`src/rtl/addr_trans_pipe_pkg.sv`:
```
// Shared types for the address translation pipeline: TLB entry layout,
// exception codes and translation mode encodings.
package addr_trans_pipe_pkg;

    // One TLB entry; 4 KB pages only.
    typedef struct packed {
        logic [19:0] vppn;
        logic [9:0]  asid;
        logic        g;
        logic        v;
        logic        d;
        logic [1:0]  plv;
        logic [1:0]  mat;
        logic [19:0] ppn;
    } tlb_entry_t;

    // Translation exception codes carried on rsp_exc.
    typedef enum logic [2:0] {
        EXC_NONE = 3'd0,
        EXC_TLBR = 3'd1,
        EXC_PIL  = 3'd2,
        EXC_PIS  = 3'd3,
        EXC_PPI  = 3'd4,
        EXC_PME  = 3'd5
    } exc_e;

    // Translation mode encodings on dapg; anything other than mapped acts as direct.
    localparam logic [1:0] MODE_DIRECT = 2'b01;
    localparam logic [1:0] MODE_MAPPED = 2'b10;

endpackage

```
`src/rtl/addr_trans_lookup.sv`:
```
// Combinational translation of one virtual address: direct mode, then
// direct-mapped windows, then the fully-associative TLB with permission checks.
module addr_trans_lookup
    import addr_trans_pipe_pkg::*;
#(
    parameter int NDMW = 2,
    parameter int NTLB = 8
) (
    input  logic [1:0]             dapg,
    input  logic [NDMW*32-1:0]     dmw,
    input  logic [1:0]             plv,
    input  logic [9:0]             asid,
    input  logic [31:0]            vaddr,
    input  logic                   store,
    input  logic [NTLB-1:0]        tlb_valid,
    input  tlb_entry_t [NTLB-1:0]  tlb,
    output logic [31:0]            paddr,
    output logic                   uncached,
    output exc_e                   exc
);

    logic        dmw_hit;
    logic [31:0] dmw_paddr;
    logic        dmw_uncached;
    logic        tlb_hit;
    tlb_entry_t  hit_entry;
    logic [NDMW-1:0] unused_dmw;

    // Window match; scanning from the top down lets the lowest index win.
    always_comb begin
        dmw_hit      = 1'b0;
        dmw_paddr    = '0;
        dmw_uncached = 1'b0;
        unused_dmw   = '0;
        for (int w = NDMW - 1; w >= 0; w--) begin
            if ((dmw[w*32+29 +: 3] == vaddr[31:29]) &&
                ((plv == 2'd0 && dmw[w*32]) || (plv == 2'd3 && dmw[w*32+3]))) begin
                dmw_hit      = 1'b1;
                dmw_paddr    = {dmw[w*32+25 +: 3], vaddr[28:0]};
                dmw_uncached = (dmw[w*32+4 +: 2] == 2'b00);
            end
            // Reserved CSR bits play no part in translation.
            unused_dmw[w] = ^{dmw[w*32+1 +: 2], dmw[w*32+6 +: 19]};
        end
    end

    // TLB match on present entries; top-down scan so the lowest index wins.
    always_comb begin
        tlb_hit   = 1'b0;
        hit_entry = '0;
        for (int i = NTLB - 1; i >= 0; i--) begin
            if (tlb_valid[i] && (tlb[i].vppn == vaddr[31:12]) &&
                (tlb[i].g || (tlb[i].asid == asid))) begin
                tlb_hit   = 1'b1;
                hit_entry = tlb[i];
            end
        end
    end

    // Final result; any exception passes vaddr through as an uncached address.
    always_comb begin
        paddr    = vaddr;
        uncached = 1'b1;
        exc      = EXC_NONE;
        if (dapg != MODE_MAPPED) begin
            uncached = 1'b0;
        end else if (dmw_hit) begin
            paddr    = dmw_paddr;
            uncached = dmw_uncached;
        end else if (!tlb_hit) begin
            exc = EXC_TLBR;
        end else if (!hit_entry.v) begin
            exc = store ? EXC_PIS : EXC_PIL;
        end else if (plv > hit_entry.plv) begin
            exc = EXC_PPI;
        end else if (store && !hit_entry.d) begin
            exc = EXC_PME;
        end else begin
            paddr    = {hit_entry.ppn, vaddr[11:0]};
            uncached = (hit_entry.mat == 2'b00);
        end
    end

endmodule

```
`src/rtl/addr_trans_pipe.sv`:
```
// Multi-channel address translation pipeline: a shared TLB plus one
// registered request/response stage per channel (channel 0 inst, 1 data).
module addr_trans_pipe
    import addr_trans_pipe_pkg::*;
#(
    parameter int NCH  = 2,
    parameter int NDMW = 2,
    parameter int NTLB = 8
) (
    input  logic                     clk,
    input  logic                     reset,
    input  logic [1:0]               dapg,
    input  logic [NDMW*32-1:0]       dmw,
    input  logic [1:0]               plv,
    input  logic [9:0]               asid,
    input  logic [NCH-1:0]           req_valid,
    output logic [NCH-1:0]           req_ready,
    input  logic [NCH*32-1:0]        req_vaddr,
    input  logic [NCH-1:0]           req_store,
    output logic [NCH-1:0]           rsp_valid,
    input  logic [NCH-1:0]           rsp_ready,
    output logic [NCH*32-1:0]        rsp_paddr,
    output logic [NCH-1:0]           rsp_uncached,
    output logic [NCH*3-1:0]         rsp_exc,
    input  logic                     tlb_we,
    input  logic [$clog2(NTLB)-1:0]  tlb_idx,
    input  tlb_entry_t               tlb_wdata,
    input  logic                     tlb_inv_all
);

    tlb_entry_t [NTLB-1:0] tlb_q;
    logic [NTLB-1:0]       tlb_valid_q;

    // Entry presence bits; invalidate-all beats a write in the same cycle.
    always_ff @(posedge clk) begin
        if (!reset) begin
            tlb_valid_q <= '0;
        end else if (tlb_inv_all) begin
            tlb_valid_q <= '0;
        end else if (tlb_we) begin
            tlb_valid_q[tlb_idx] <= 1'b1;
        end
    end

    // Entry contents; only meaningful once the presence bit is set, so no reset.
    always_ff @(posedge clk) begin
        if (reset && !tlb_inv_all && tlb_we) begin
            tlb_q[tlb_idx] <= tlb_wdata;
        end
    end

    for (genvar c = 0; c < NCH; c++) begin : g_ch
        logic [31:0] xl_paddr;
        logic        xl_uncached;
        exc_e        xl_exc;
        logic        vld_p1;
        logic [31:0] paddr_p1;
        logic        uncached_p1;
        exc_e        exc_p1;

        // Lookup sees the TLB as registered before this edge's write/invalidate.
        addr_trans_lookup #(
            .NDMW (NDMW),
            .NTLB (NTLB)
        ) u_lookup (
            .dapg      (dapg),
            .dmw       (dmw),
            .plv       (plv),
            .asid      (asid),
            .vaddr     (req_vaddr[c*32 +: 32]),
            .store     (req_store[c]),
            .tlb_valid (tlb_valid_q),
            .tlb       (tlb_q),
            .paddr     (xl_paddr),
            .uncached  (xl_uncached),
            .exc       (xl_exc)
        );

        assign req_ready[c]          = !vld_p1 || rsp_ready[c];
        assign rsp_valid[c]          = vld_p1;
        assign rsp_paddr[c*32 +: 32] = paddr_p1;
        assign rsp_uncached[c]       = uncached_p1;
        assign rsp_exc[c*3 +: 3]     = exc_p1;

        // ---- stage p1: response register, holds while stalled ----
        always_ff @(posedge clk) begin
            if (!reset) begin
                vld_p1      <= 1'b0;
                paddr_p1    <= '0;
                uncached_p1 <= 1'b0;
                exc_p1      <= EXC_NONE;
            end else if (req_ready[c]) begin
                vld_p1 <= req_valid[c];
                if (req_valid[c]) begin
                    paddr_p1    <= xl_paddr;
                    uncached_p1 <= xl_uncached;
                    exc_p1      <= xl_exc;
                end
            end
        end
    end

endmodule

```
`config.mk`:
```
export PLATFORM = sky130hd
export DESIGN_NAME = addr_trans_pipe
export DESIGN_NICKNAME = d
export VERILOG_FILES = /design/src/rtl/addr_trans_pipe_pkg.sv /design/src/rtl/addr_trans_lookup.sv /design/src/rtl/addr_trans_pipe.sv
export SDC_FILE = /design/constraint.sdc
export NUM_CORES = 1
export LEC_CHECK = 0
export BUFFER_PORTS_ARGS = -buffer_cell sky130_fd_sc_hd__buf_2
export CORE_UTILIZATION = 50
export CTS_CLUSTER_SIZE = 20
export DETAILED_ROUTE_END_ITERATION = 8
export PLACE_DENSITY = 0.68
export RECOVER_POWER = 25
export SLEW_MARGIN = 20
export SYNTH_ARGS = -nofsm -noshare
export SYNTH_HDL_FRONTEND = slang
export SYNTH_SLANG_ARGS = --single-unit
```
`constraint.sdc`:
```
create_clock -name clk -period 8.4 [get_ports clk]
set_input_delay 1.26 -clock clk [delete_from_list [all_inputs] [get_ports clk]]
set_output_delay 1.26 -clock clk [all_outputs]
set_load 0.005 [all_outputs]
```
==> reports/results.txt <==
Final hold violation count: 0
Power density cells: 208.4 nW/um2
Worst setup path endpoint: g_ch[1].paddr_p1[17]
Final Max Tran Viols: 0
Post-route DRC: 0
Area leader, netlist: edfxtp_1
Max Cap Viol: 0
Vias in the first global route: 18620
Routed wire length: 84340 um
Worst hold path type: flop to flop
Largest net degree at the start of global routing: 59
Hpwl dp: 54060 um
Post-synth top area share: 53.13%
Flops & latches, synth: 538
Post-synth EDFFs: 456
# setup viols final: 0
Io pins: 288
Antenna violations before repair: 4
Crit path largest cell delay: 0.72 ns
Total Nets Final: 2525
Initial Utilization: 51.06%
Synth Cell Area: 25770 um2
Layout cells sized above 1: 16.21%
Syn Nets: 2346
Hold Buf Count CTS: 0
Gate Count Post-Synth: 2130
Sequential-to-total area share from yosys stat: 59.50%
Asr flop ratio synth: 0%
FF-to-FF Start: tlb_q[224]
Fmax: 158.0 MHz
Num rows: 82
Die Span Y: 229.0 um
Crit path required time: 8.96 ns
Vias: 19020
CORE AREA: 50480 um2
Tcrit/Tclk final: 75.34%
Crit. Startpoint: req_vaddr[61]
Storage element area: 15330 um2
FILL cells: 4112
RD Place Congestion: 0.9338
DR WL/cell: 27.83 um
Number of vias per cell: 6.276
PortBufs: 243
Worst EP arrival: 6.89 ns
Crit-path max FO: 37
CTS tree: done
Die Footprint: 52460 um2
Multi-input logic area: 9753 um2
Synth unique cells: 71
Setup TNS: 0 ns
Tot GR Track Use: 31.95%
Setup Fix Bufs, Post-CTS: 0
RR Endpoint: g_ch[1].paddr_p1[17]
Slew @ Worst Pin: 1.132 ns
Synth Flop Type: edfxtp_1
Initial DRC count: 2226
Worst-skew pair later-pin latency: 0.64 ns
Slew headroom: 24.55%
Max VDD drop: 0.1812 mV
Synth Area per Inst: 12.10 um2
CTS sink cnt: 538
Worst R2R Path Depth: 16
H-tree depth: 2
Flop-to-flop setup slack: 2.70 ns
CTS resizes: 0
First-pass GRT wire length: 122600 um
Drt pass-1 iters: 6
Layout area overhead: 14.45%
CTS Buf Count: 56
Unrepaired setup endpoints after global routing: false
Crit Path Category: input pin to flop
Worst path slowest cell: nor4_1
Crit path capture type: flop
Die width: 229.0 um
Setup Skew: 0.02181 ns
Reg clk slew, reported paths: 0.06 ns
Status: completed
Leakage: 0.01014 uW
DRT antenna net count: 0
Yosys warns: 0
Fin crit period: 6.328 ns
CTS root buffer: clkbuf_16
Synth area leaders: edfxtp_1 (53%), xor2_1 (7.0%), xnor2_1 (7.0%), dfxtp_1 (6.4%), nand2_1 (3.0%)
Total gr overflow: 0
Hold WS: 0.4598 ns
CP startpoint kind: input pin
Clock buffer depth: 3
Ordered list of cells on the worst path: buf_2 > xor2_1 > nor4_1 > and4_1 > buf_4 > a21oi_1 > a21o_1 > and3_1 > o22ai_1 > ha_1 > nor2b_1 > o21ai_0 > o311a_2 > nand3_4 > a2111o_1 > a31oi_1
## Yosys cell counts (all sizes together) (11+ instances only)
| library cell | n |
|---|---|
| o31ai | 26 |
| mux2i | 32 |
| o21ai | 82 |
| a2111o | 17 |
| a22oi | 18 |
| dfxtp | 82 |
| a221oi | 37 |
| xnor2 | 205 |
| o21a | 21 |
| clkbuf | 83 |
| xor2 | 207 |
| nand4 | 51 |
| nor2 | 126 |
| a31oi | 44 |
| o221a | 20 |
| a21boi | 28 |
| buf | 73 |
| nor4 | 57 |
| nand3 | 31 |
| a21oi | 42 |
| nand2b | 14 |
| o221ai | 20 |
| edfxtp | 456 |
| inv | 19 |
| nand2 | 203 |
| nor3 | 22 |
| a21o | 11 |
## layout by cell type, fill, tap and decap left out, types with 20 or more instances in the layout
cell type,count
o31ai_1,26
o221ai_1,20
a31oi_1,44
a221oi_1,37
clkbuf_1,39
clkbuf_16,57
nor4_1,53
buf_4,34
nand2_1,203
nor2_1,119
a21boi_0,28
o21ai_0,81
mux2i_1,32
o21a_1,21
a21oi_1,42
dfxtp_1,82
nand3_1,29
xor2_1,207
buf_2,208
nand4_1,51
edfxtp_1,456
xnor2_1,205
## registers in the layout, summed over array words and instances, names as in the netlist
register and count:
g_ch.paddr_p1 64, g_ch.uncached_p1 2, tlb_valid_q 8, g_ch.exc_p1 6, tlb_q 456, g_ch.vld_p1 2
## per-stage QoR
step,instances,area [um2],utilization [%],power (uW),worst slack [ns]
after CTS,3029,29520,58.48,6161,2.270
after global placement,2923,27450,54.39,3426,1.705
after global routing,3030,29500,58.43,6298,2.021
after floorplan,2130,25770,-,3243,1.887
final,3031,29500,58.44,6148,2.072
after detailed placement,2923,27450,54.39,3435,1.663
## worst min-delay path by stage
stage | start | end | slack [ns] | cells past startpoint
after floorplan | tlb_valid_q[1] | tlb_valid_q[1] | 0.44 | 1
after global placement | g_ch[0].paddr_p1[2] | g_ch[0].paddr_p1[2] | 0.45 | 2
after detailed placement | g_ch[0].paddr_p1[2] | g_ch[0].paddr_p1[2] | 0.46 | 2
after CTS | g_ch[0].paddr_p1[2] | g_ch[0].paddr_p1[2] | 0.46 | 2
after global routing | g_ch[1].paddr_p1[5] | g_ch[1].paddr_p1[5] | 0.49 | 2
final | g_ch[0].paddr_p1[2] | g_ch[0].paddr_p1[2] | 0.46 | 2
## worst max-delay path: cells and delay by family
family                     cells  cell delay (ns)
buffers and inverters          2             0.86
xor gates and xnor gates       1             0.13
AOI/OAI and AO/OA              7             2.08
and+or+nand+nor                5             2.22
adders and majority gates      1             0.28
## layer usage
layer / wire [um] / track usage, % / vias up
met4: 4257 / 15.10 / 4
met1: 32130 / 42.24 / 9237
met2: 38200 / 50.54 / 1309
met3: 9731 / 6.499 / 239
met5: 25 / 0 / -
li1: - / - / 8234
## power by group
part	internal (uW)	switching [uW]	total (uW)
registers	2950	31.7	2980
logic	141	269	410
clock network	1680	1080	2760
total	4760	1390	6150
## logic make-up (layout without fill, tap and decap cells)
logic type      after synthesis  after routing  synth area share (%)
simple gates                557            557                 10.33
flops                       538            538                 59.50
xor+xnor                    412            412                 14.00
compound gates              411            411                 11.63
buf+inv                     175            402                 3.063
mux                          33             33                 1.286
fa+ha+maj                     4              4                0.1942
other cells                   0              2                     0
## final cells by class
class	count	share of cell area (%)
multi-input cells	1417	33.06
well taps	672	2.850
flip-flops and latches	538	51.99
diodes	2	0.01697
clock inverters	38	1.790
clock buffers	68	5.213
inverters	19	0.2418
repair buffers	277	4.840
(Power assumes the default switching activity.)
